===== src/rtl/fft_pkg.sv =====
// Shared types and helpers for the FFT peak detector: frame FSM states,
// default widths and the bin-to-frequency conversion.
package fft_pkg;

  typedef enum logic [1:0] {IDLE, ACCUM, DRAIN, REPORT} pk_state_t;

  localparam int BIT_WIDTH_DEF = 16;
  localparam int MAG_W_DEF     = 2 * BIT_WIDTH_DEF;

  // Bin index to Hz: (k * fs) >> n, truncated, clamped to 2**freq_w - 1.
  function automatic logic [31:0] freq_of_bin(input logic [31:0] k,
                                              input int unsigned fs,
                                              input int unsigned n,
                                              input int unsigned freq_w);
    logic [63:0] prod;
    logic [63:0] quot;
    logic [63:0] limit;
    prod  = 64'(k) * 64'(fs);
    quot  = prod >> n;
    limit = (64'd1 << freq_w) - 64'd1;
    if (quot > limit) quot = limit;
    return quot[31:0];
  endfunction

endpackage


===== src/rtl/fft_mag_sq.sv =====
// Registered |X|^2 of one complex bin with saturation; the bin index and
// valid flag ride alongside so the result arrives one cycle later as a unit.
module fft_mag_sq
  import fft_pkg::*;
#(
  parameter int BIT_WIDTH = BIT_WIDTH_DEF,
  parameter int MAG_W     = MAG_W_DEF,
  parameter int N         = 9
) (
  input  logic                   clk,
  input  logic                   reset,
  input  logic                   in_valid,
  input  logic [N-1:0]           in_k,
  input  logic [2*BIT_WIDTH-1:0] fft_result,
  output logic                   out_valid,
  output logic [N-1:0]           out_k,
  output logic [MAG_W-1:0]       out_mag
);

  localparam logic signed [BIT_WIDTH-1:0] MOST_NEG = {1'b1, {(BIT_WIDTH-1){1'b0}}};

  logic signed [BIT_WIDTH-1:0] re;
  logic signed [BIT_WIDTH-1:0] im;
  logic signed [MAG_W-1:0]     re_sq;
  logic signed [MAG_W-1:0]     im_sq;
  logic [MAG_W:0]              sum;
  logic                        sat;
  logic [MAG_W-1:0]            mag;

  // Squares and saturating sum; a most-negative component pins the result to all-ones.
  always_comb begin
    re    = fft_result[2*BIT_WIDTH-1:BIT_WIDTH];
    im    = fft_result[BIT_WIDTH-1:0];
    re_sq = re * re;
    im_sq = im * im;
    sum   = {1'b0, re_sq} + {1'b0, im_sq};
    sat   = (re == MOST_NEG) || (im == MOST_NEG) || sum[MAG_W];
    mag   = sat ? '1 : sum[MAG_W-1:0];
  end

  // Pipeline register for magnitude plus its sideband.
  always_ff @(posedge clk or negedge reset) begin
    if (!reset) begin
      // NOTE: data registers are reset as well, so no stale magnitude can ever
      // pair with a freshly cleared valid bit after reset.
      out_valid <= 1'b0;
      out_k     <= '0;
      out_mag   <= '0;
    end else begin
      // NOTE: non-blocking assignments so every register samples pre-edge values.
      out_valid <= in_valid;
      out_k     <= in_k;
      out_mag   <= mag;
    end
  end

endmodule


===== src/rtl/fft_peak_detect.sv =====
// Streaming top-2 peak picker over one FFT frame. Bins arrive one per
// in_valid beat; the two largest |X|^2 inside the sampled window are tracked,
// snapshotted when the last bin leaves the magnitude stage, and reported as Hz.
module fft_peak_detect
  import fft_pkg::*;
#(
  parameter int BIT_WIDTH = 16,
  parameter int N         = 9,
  parameter int FFT_SIZE  = 512,
  parameter int FS        = 48000,
  parameter int FREQ_W    = 16
) (
  input  logic                   clk,
  input  logic                   reset,
  input  logic                   in_valid,
  input  logic                   in_first,
  input  logic [2*BIT_WIDTH-1:0] fft_result,
  input  logic [N-1:0]           k_lo,
  input  logic [N-1:0]           k_hi,
  input  logic [2*BIT_WIDTH-1:0] threshold,
  output logic                   result_valid,
  output logic                   note_present,
  output logic [FREQ_W-1:0]      freq1,
  output logic [FREQ_W-1:0]      freq2,
  output logic [2*BIT_WIDTH-1:0] mag1,
  output logic                   frame_abort
);

  localparam int           MAG_W    = 2 * BIT_WIDTH;
  localparam logic [N-1:0] LAST_BIN = N'(FFT_SIZE - 1);

  pk_state_t        state;
  logic             drain_cnt;
  logic [N-1:0]     k_cnt;
  logic [N-1:0]     bin_idx;
  logic             start;
  logic             accept;
  logic             last_in;
  logic [N-1:0]     win_lo;
  logic [N-1:0]     win_hi;
  logic [MAG_W-1:0] thr_r;

  logic             p_valid;
  logic [N-1:0]     p_k;
  logic [MAG_W-1:0] p_mag;
  logic             p_last;
  logic             in_win;

  logic [MAG_W-1:0] max1, max2, nxt_max1, nxt_max2;
  logic [N-1:0]     k1, k2, nxt_k1, nxt_k2;

  logic [MAG_W-1:0] s_max1, s_max2, s_thr;
  logic [N-1:0]     s_k1, s_k2;
  logic             rpt1, rpt2;

  // in_first is always taken (new frame, or abort of a partial one); plain
  // beats only count while a frame is being accumulated.
  assign start   = in_valid & in_first;
  assign accept  = start | (in_valid & (state == ACCUM));
  assign bin_idx = start ? '0 : k_cnt;
  assign last_in = accept & (bin_idx == LAST_BIN);
  assign p_last  = p_valid & (p_k == LAST_BIN);

  fft_mag_sq #(
    .BIT_WIDTH (BIT_WIDTH),
    .MAG_W     (MAG_W),
    .N         (N)
  ) u_mag (
    .clk        (clk),
    .reset      (reset),
    .in_valid   (accept),
    .in_k       (bin_idx),
    .fft_result (fft_result),
    .out_valid  (p_valid),
    .out_k      (p_k),
    .out_mag    (p_mag)
  );

  // Frame FSM, bin counter, per-frame configuration capture and abort pulse.
  always_ff @(posedge clk or negedge reset) begin
    if (!reset) begin
      state       <= IDLE;
      drain_cnt   <= 1'b0;
      k_cnt       <= '0;
      win_lo      <= '0;
      win_hi      <= '0;
      thr_r       <= '0;
      frame_abort <= 1'b0;
    end else begin
      frame_abort <= start && (state == ACCUM);
      if (accept) k_cnt <= bin_idx + 1'b1;
      if (start) begin
        win_lo <= k_lo;
        win_hi <= k_hi;
        thr_r  <= threshold;
      end
      case (state)
        IDLE:    if (start) state <= ACCUM;
        ACCUM:   if (!start && last_in) begin
                   state     <= DRAIN;
                   drain_cnt <= 1'b0;
                 end
        DRAIN:   if (start)          state     <= ACCUM;
                 else if (drain_cnt) state     <= REPORT;
                 else                drain_cnt <= 1'b1;
        REPORT:  state <= start ? ACCUM : IDLE;
        default: state <= IDLE;
      endcase
    end
  end

  // Candidate top-2 after folding in the bin leaving the magnitude stage.
  always_comb begin
    // NOTE: defaults first so every path assigns every output and no latch forms.
    nxt_max1 = max1;
    nxt_k1   = k1;
    nxt_max2 = max2;
    nxt_k2   = k2;
    in_win   = p_valid && (p_k >= win_lo) && (p_k <= win_hi);
    if (in_win) begin
      if (p_mag > max1) begin
        nxt_max2 = max1;
        nxt_k2   = k1;
        nxt_max1 = p_mag;
        nxt_k1   = p_k;
      end else if (p_mag > max2) begin
        nxt_max2 = p_mag;
        nxt_k2   = p_k;
      end
    end
  end

  // Peak registers; a new frame start discards whatever is in flight.
  always_ff @(posedge clk or negedge reset) begin
    if (!reset) begin
      max1 <= '0;
      k1   <= '0;
      max2 <= '0;
      k2   <= '0;
    end else if (start) begin
      max1 <= '0;
      k1   <= '0;
      max2 <= '0;
      k2   <= '0;
    end else begin
      max1 <= nxt_max1;
      k1   <= nxt_k1;
      max2 <= nxt_max2;
      k2   <= nxt_k2;
    end
  end

  // Snapshot of the completed frame, then the delayed registered report.
  always_ff @(posedge clk or negedge reset) begin
    if (!reset) begin
      s_max1       <= '0;
      s_k1         <= '0;
      s_max2       <= '0;
      s_k2         <= '0;
      s_thr        <= '0;
      rpt1         <= 1'b0;
      rpt2         <= 1'b0;
      result_valid <= 1'b0;
      note_present <= 1'b0;
      freq1        <= '0;
      freq2        <= '0;
      mag1         <= '0;
    end else begin
      rpt1         <= p_last;
      rpt2         <= rpt1;
      result_valid <= rpt2;
      if (p_last) begin
        s_max1 <= nxt_max1;
        s_k1   <= nxt_k1;
        s_max2 <= nxt_max2;
        s_k2   <= nxt_k2;
        s_thr  <= thr_r;
      end
      if (rpt2) begin
        note_present <= s_max1 > s_thr;
        mag1         <= s_max1;
        freq1        <= (s_max1 > s_thr) ? FREQ_W'(freq_of_bin(32'(s_k1), FS, N, FREQ_W)) : '0;
        freq2        <= (s_max2 > s_thr) ? FREQ_W'(freq_of_bin(32'(s_k2), FS, N, FREQ_W)) : '0;
      end
    end
  end

endmodule


===== config.mk =====
export PLATFORM = sky130hd
export DESIGN_NAME = fft_peak_detect
export DESIGN_NICKNAME = d
export VERILOG_FILES = /design/src/rtl/fft_pkg.sv /design/src/rtl/fft_mag_sq.sv /design/src/rtl/fft_peak_detect.sv
export SDC_FILE = /design/constraint.sdc
export NUM_CORES = 2
export LEC_CHECK = 0
export CAP_MARGIN = 0
export CELL_PAD_IN_SITES_DETAIL_PLACEMENT = 2
export CELL_PAD_IN_SITES_GLOBAL_PLACEMENT = 2
export CORE_MARGIN = 2
export CORE_UTILIZATION = 41
export DETAILED_ROUTE_END_ITERATION = 6
export PLACE_DENSITY_LB_ADDON = 0.1
export SETUP_SLACK_MARGIN = 0.4
export SLEW_MARGIN = 20
export SYNTH_ARGS = -nofsm -noshare
export SYNTH_HDL_FRONTEND = slang
export SYNTH_SLANG_ARGS = --single-unit

===== constraint.sdc =====
create_clock -name clk -period 6.5 [get_ports clk]
set_clock_uncertainty 0.1 [all_clocks]
set_input_delay 1.3 -clock clk [delete_from_list [all_inputs] [get_ports clk]]
set_output_delay 1.3 -clock clk [all_outputs]
set_load 0.02 [all_outputs]

==> results.toml <==
[run_status]
status = "complete, but fails checks"
violations = "negative setup slack"

[synth]
ys_ff_latch = 369
syn-num-nets = 5367
synth_area_leaders = "fa_1 27%, dfrtp_1 23%, ha_1 14%"
synth_top_cell_area_share_pct = 26.7
syn_area_sq_mm = 0.0406
synth_cell_types = 76
syn_avg_cell_area_sq_um = 9.49
synthMuxAreaShare_pct = 2.08
ys_warn_count = 0
ys.flop_type = "dfrtp_1"
synth_compound_area_share_pct = 11.4
yosysTopAreaCell = "fa_1"
synthAdderAreaFrac_pct = 40.7
yosysSeqAreaShare_pct = 22.7
synth-simple-area-share_pct = 10.4
synth_top_family_by_area = "adder cells"
synthXorXnorAreaFrac_pct = 2.59
synth_edf_count = 0
synthCells = 4283
async_reset_ff_share_pct = 100

[layout]
drive_gt1_share_pct = 18.6
postLayoutCoreUtil_pct = 51.2
nNetsFinal = 5995
synthToLayoutAreaGrowth_pct = 23.8

[sta]
finalHoldViolCount = 0
setup_violations = 32
tightest_slew_ns = 1.09
slew_headroom_pct = 27.0
finalCritPeriodShare_pct = 142
slew_viol_final = 0
fin_crit_ns = 9.23
max_freq_mhz = 108
setup_ws_ns = -2.73
rsz0062_at_grt = "true"

[global_route]
grt-ovfl-total = 0
grt_pass1_wl_um = 245000
grt_pass1_vias = 41600
antenna_found_initial = 2
grt_max_degree = 137
grt_use_total_pct = 31.0

[drt]
drc = 0
vias_per_cell = 5.61
ant_nets = 0
wl_per_cell_um = 27.5
drt_wl_total_um = 171000
num_vias = 35000
firstDrtPassIters = 7
drtIter0Drc = 2119

[die]
start_util_pct = 41.3
die_w_um = 319
rows = 115
die_y_um = 319
core-area_sq_mm = 0.0983
dieArea_sq_mm = 0.102
ios = 153

[clock_tree]
clkLatencyLatePin_ns = 0.57
ctsHtreeMaxLevel = 2
cts-root-buf = "clkbuf_16"
cts_buffers = 41
cts_tree = "built"
cts_hold_buffers = 0
path_clk_slew_ns = 0.06
clock-sinks = 369
clockBufferDepth = 3

[placed_design]
hpwlAfterDp_um = 111000
port-buffer-count = 152
place_congestion = 0.827

[setup_path]
crit_path_frequent_cell = "fa_1"
crit_path_start_kind = "input port"
cp_slowest_cell = "fa_1"
cpPeakStageDelay_ns = 0.61
crit_path_max_fanout = 7
path_class = "input port to flip-flop"
end_kind = "flip-flop"
worstPathRequired_ns = 6.82
arrival_ns = 9.55

[flow_run]
drv_cap = 0

[hold_path]
hold_path_class = "flip-flop to flip-flop"
layout make-up:
class / instances / area, sq um
repair buffers: 719 / 6020
well taps: 1287 / 1610
flip-flops and latches: 369 / 9240
clock inverters: 19 / 305
fillers: 10200 / 48000
clock buffers: 57 / 1220
inverters: 952 / 3580
diodes: 1 / 2.50
multi-input cells: 2828 / 28300
cells in the mapped netlist, types with 4 or more instances:
cell type / count
inv_1: 951
nor2b_1: 31
xnor2_1: 90
o2111ai_1: 7
xor2_1: 30
o41ai_1: 4
a2111oi_0: 4
mux2_2: 37
o31ai_1: 6
nor2_1: 183
a32oi_1: 40
fa_1: 541
nand2b_1: 19
a21o_1: 78
nand2_1: 459
buf_2: 10
a22o_1: 32
ha_1: 457
o21bai_1: 8
a211o_1: 8
dfrtp_1: 369
a31o_2: 8
a211oi_1: 18
a31oi_1: 7
or2_2: 8
o221ai_1: 41
or3_1: 5
a221o_1: 5
nand4_1: 36
a221oi_1: 5
o21a_1: 24
o21ai_0: 186
clkbuf_1: 123
nor4_1: 13
a21oi_1: 143
nor3_1: 43
mux2i_1: 43
and2_1: 85
o211ai_1: 12
a21boi_0: 9
nand3_1: 35
and3_1: 16
per-stage QoR:
step | hold WS, ns | cell area, sq um | TNS [ns] | std cells | setup WS [ns]
floorplan | 0.231 | 40800 | -62.36 | 4283 | -2.05
global placement | 0.233 | 47400 | -85.56 | 6100 | -2.72
detailed placement | 0.249 | 47400 | -98.97 | 6100 | -3.15
CTS | 0.270 | 49800 | -58.29 | 6219 | -1.86
global route | 0.278 | 50300 | -87.11 | 6232 | -2.77
finish | 0.267 | 50300 | -85.71 | 6232 | -2.73
cells by family (layout without fill, tap and decap cells):
kind of cell | count (synthesis) | after routing
compound gates | 684 | 684
xor+xnor | 120 | 120
fa+ha+maj | 998 | 998
buf+inv | 1086 | 1747
flops | 369 | 369
mux | 80 | 80
other cells | 0 | 1
simple gates | 946 | 946
layout by cell type (no fill, tap or decap), types with 13 or more instances in the layout:
cell type	n
nor2b_1	31
mux2i_1	43
and2_1	68
o221ai_1	40
nand2_2	20
and3_1	14
ha_4	15
buf_4	530
inv_2	16
o21a_1	23
fa_1	522
nor2_1	173
clkdlybuf4s50_1	119
xnor2_1	84
clkbuf_16	43
fa_2	19
nand4_1	36
xor2_1	30
nand3_1	33
a21o_1	78
a32oi_1	40
a21oi_1	122
a21oi_2	19
o21ai_0	173
inv_1	933
a22o_1	32
nor4_1	13
nor3_1	40
ha_1	438
and2_4	17
mux2_2	37
nand2_1	428
nand2b_1	15
dfrtp_1	368
buf_6	30
worst paths after layout:
path	cells after the start	slack (ns)	end	start
worst max-delay path	32	-2.73	u_mag.out_mag[15]	fft_result[18]
worst min-delay path	0	0.27	rpt2	rpt1
worst max register to register	18	1.34	freq1[14]	s_k1[5]
worst min register to register	0	0.27	rpt2	rpt1
max in group asynchronous	2	4.56	s_thr[28]	reset
min in group asynchronous	1	0.53	freq1[4]	reset
sequential cells by signal (all words and copies together), names as in the netlist, 2 cells and up:
register       cells
mag1              32
max1              32
max2              32
s_max1            32
s_max2            32
s_thr             32
thr_r             32
u_mag.out_mag     32
freq1             16
freq2             16
k1                 9
k2                 9
k_cnt              9
s_k1               9
s_k2               9
u_mag.out_k        9
win_hi             9
win_lo             9
state              2
timing repair:
item / CTS / global route
pin swaps: 119 / 37
gates resized for setup: 276 / 98
gates cloned: 1 / 0
buffers inserted: 42 / 12
endpoints found under the setup margin: 32 / 32
per-layer routing:
metal	part of all wire [%]	vias to the layer above	global-route usage [%]
met3	3.1	638	2.35
met5	0.0076	-	0
met4	7.0	2	15.2
li1	-	14900	-
met1	36	18300	33.5
met2	54	1100	60.5
worst max-delay path, delay by kind of cell:
family | cells | cell delay, ns
compound gates | 10 | 2.29
xor+xnor | 1 | 0.44
fa+ha+maj | 8 | 3.60
buf+inv | 9 | 1.00
simple gates | 4 | 0.88
Power is not shown: default switching activity piles up to over one toggle a cycle in this logic, so the estimate is an artifact.
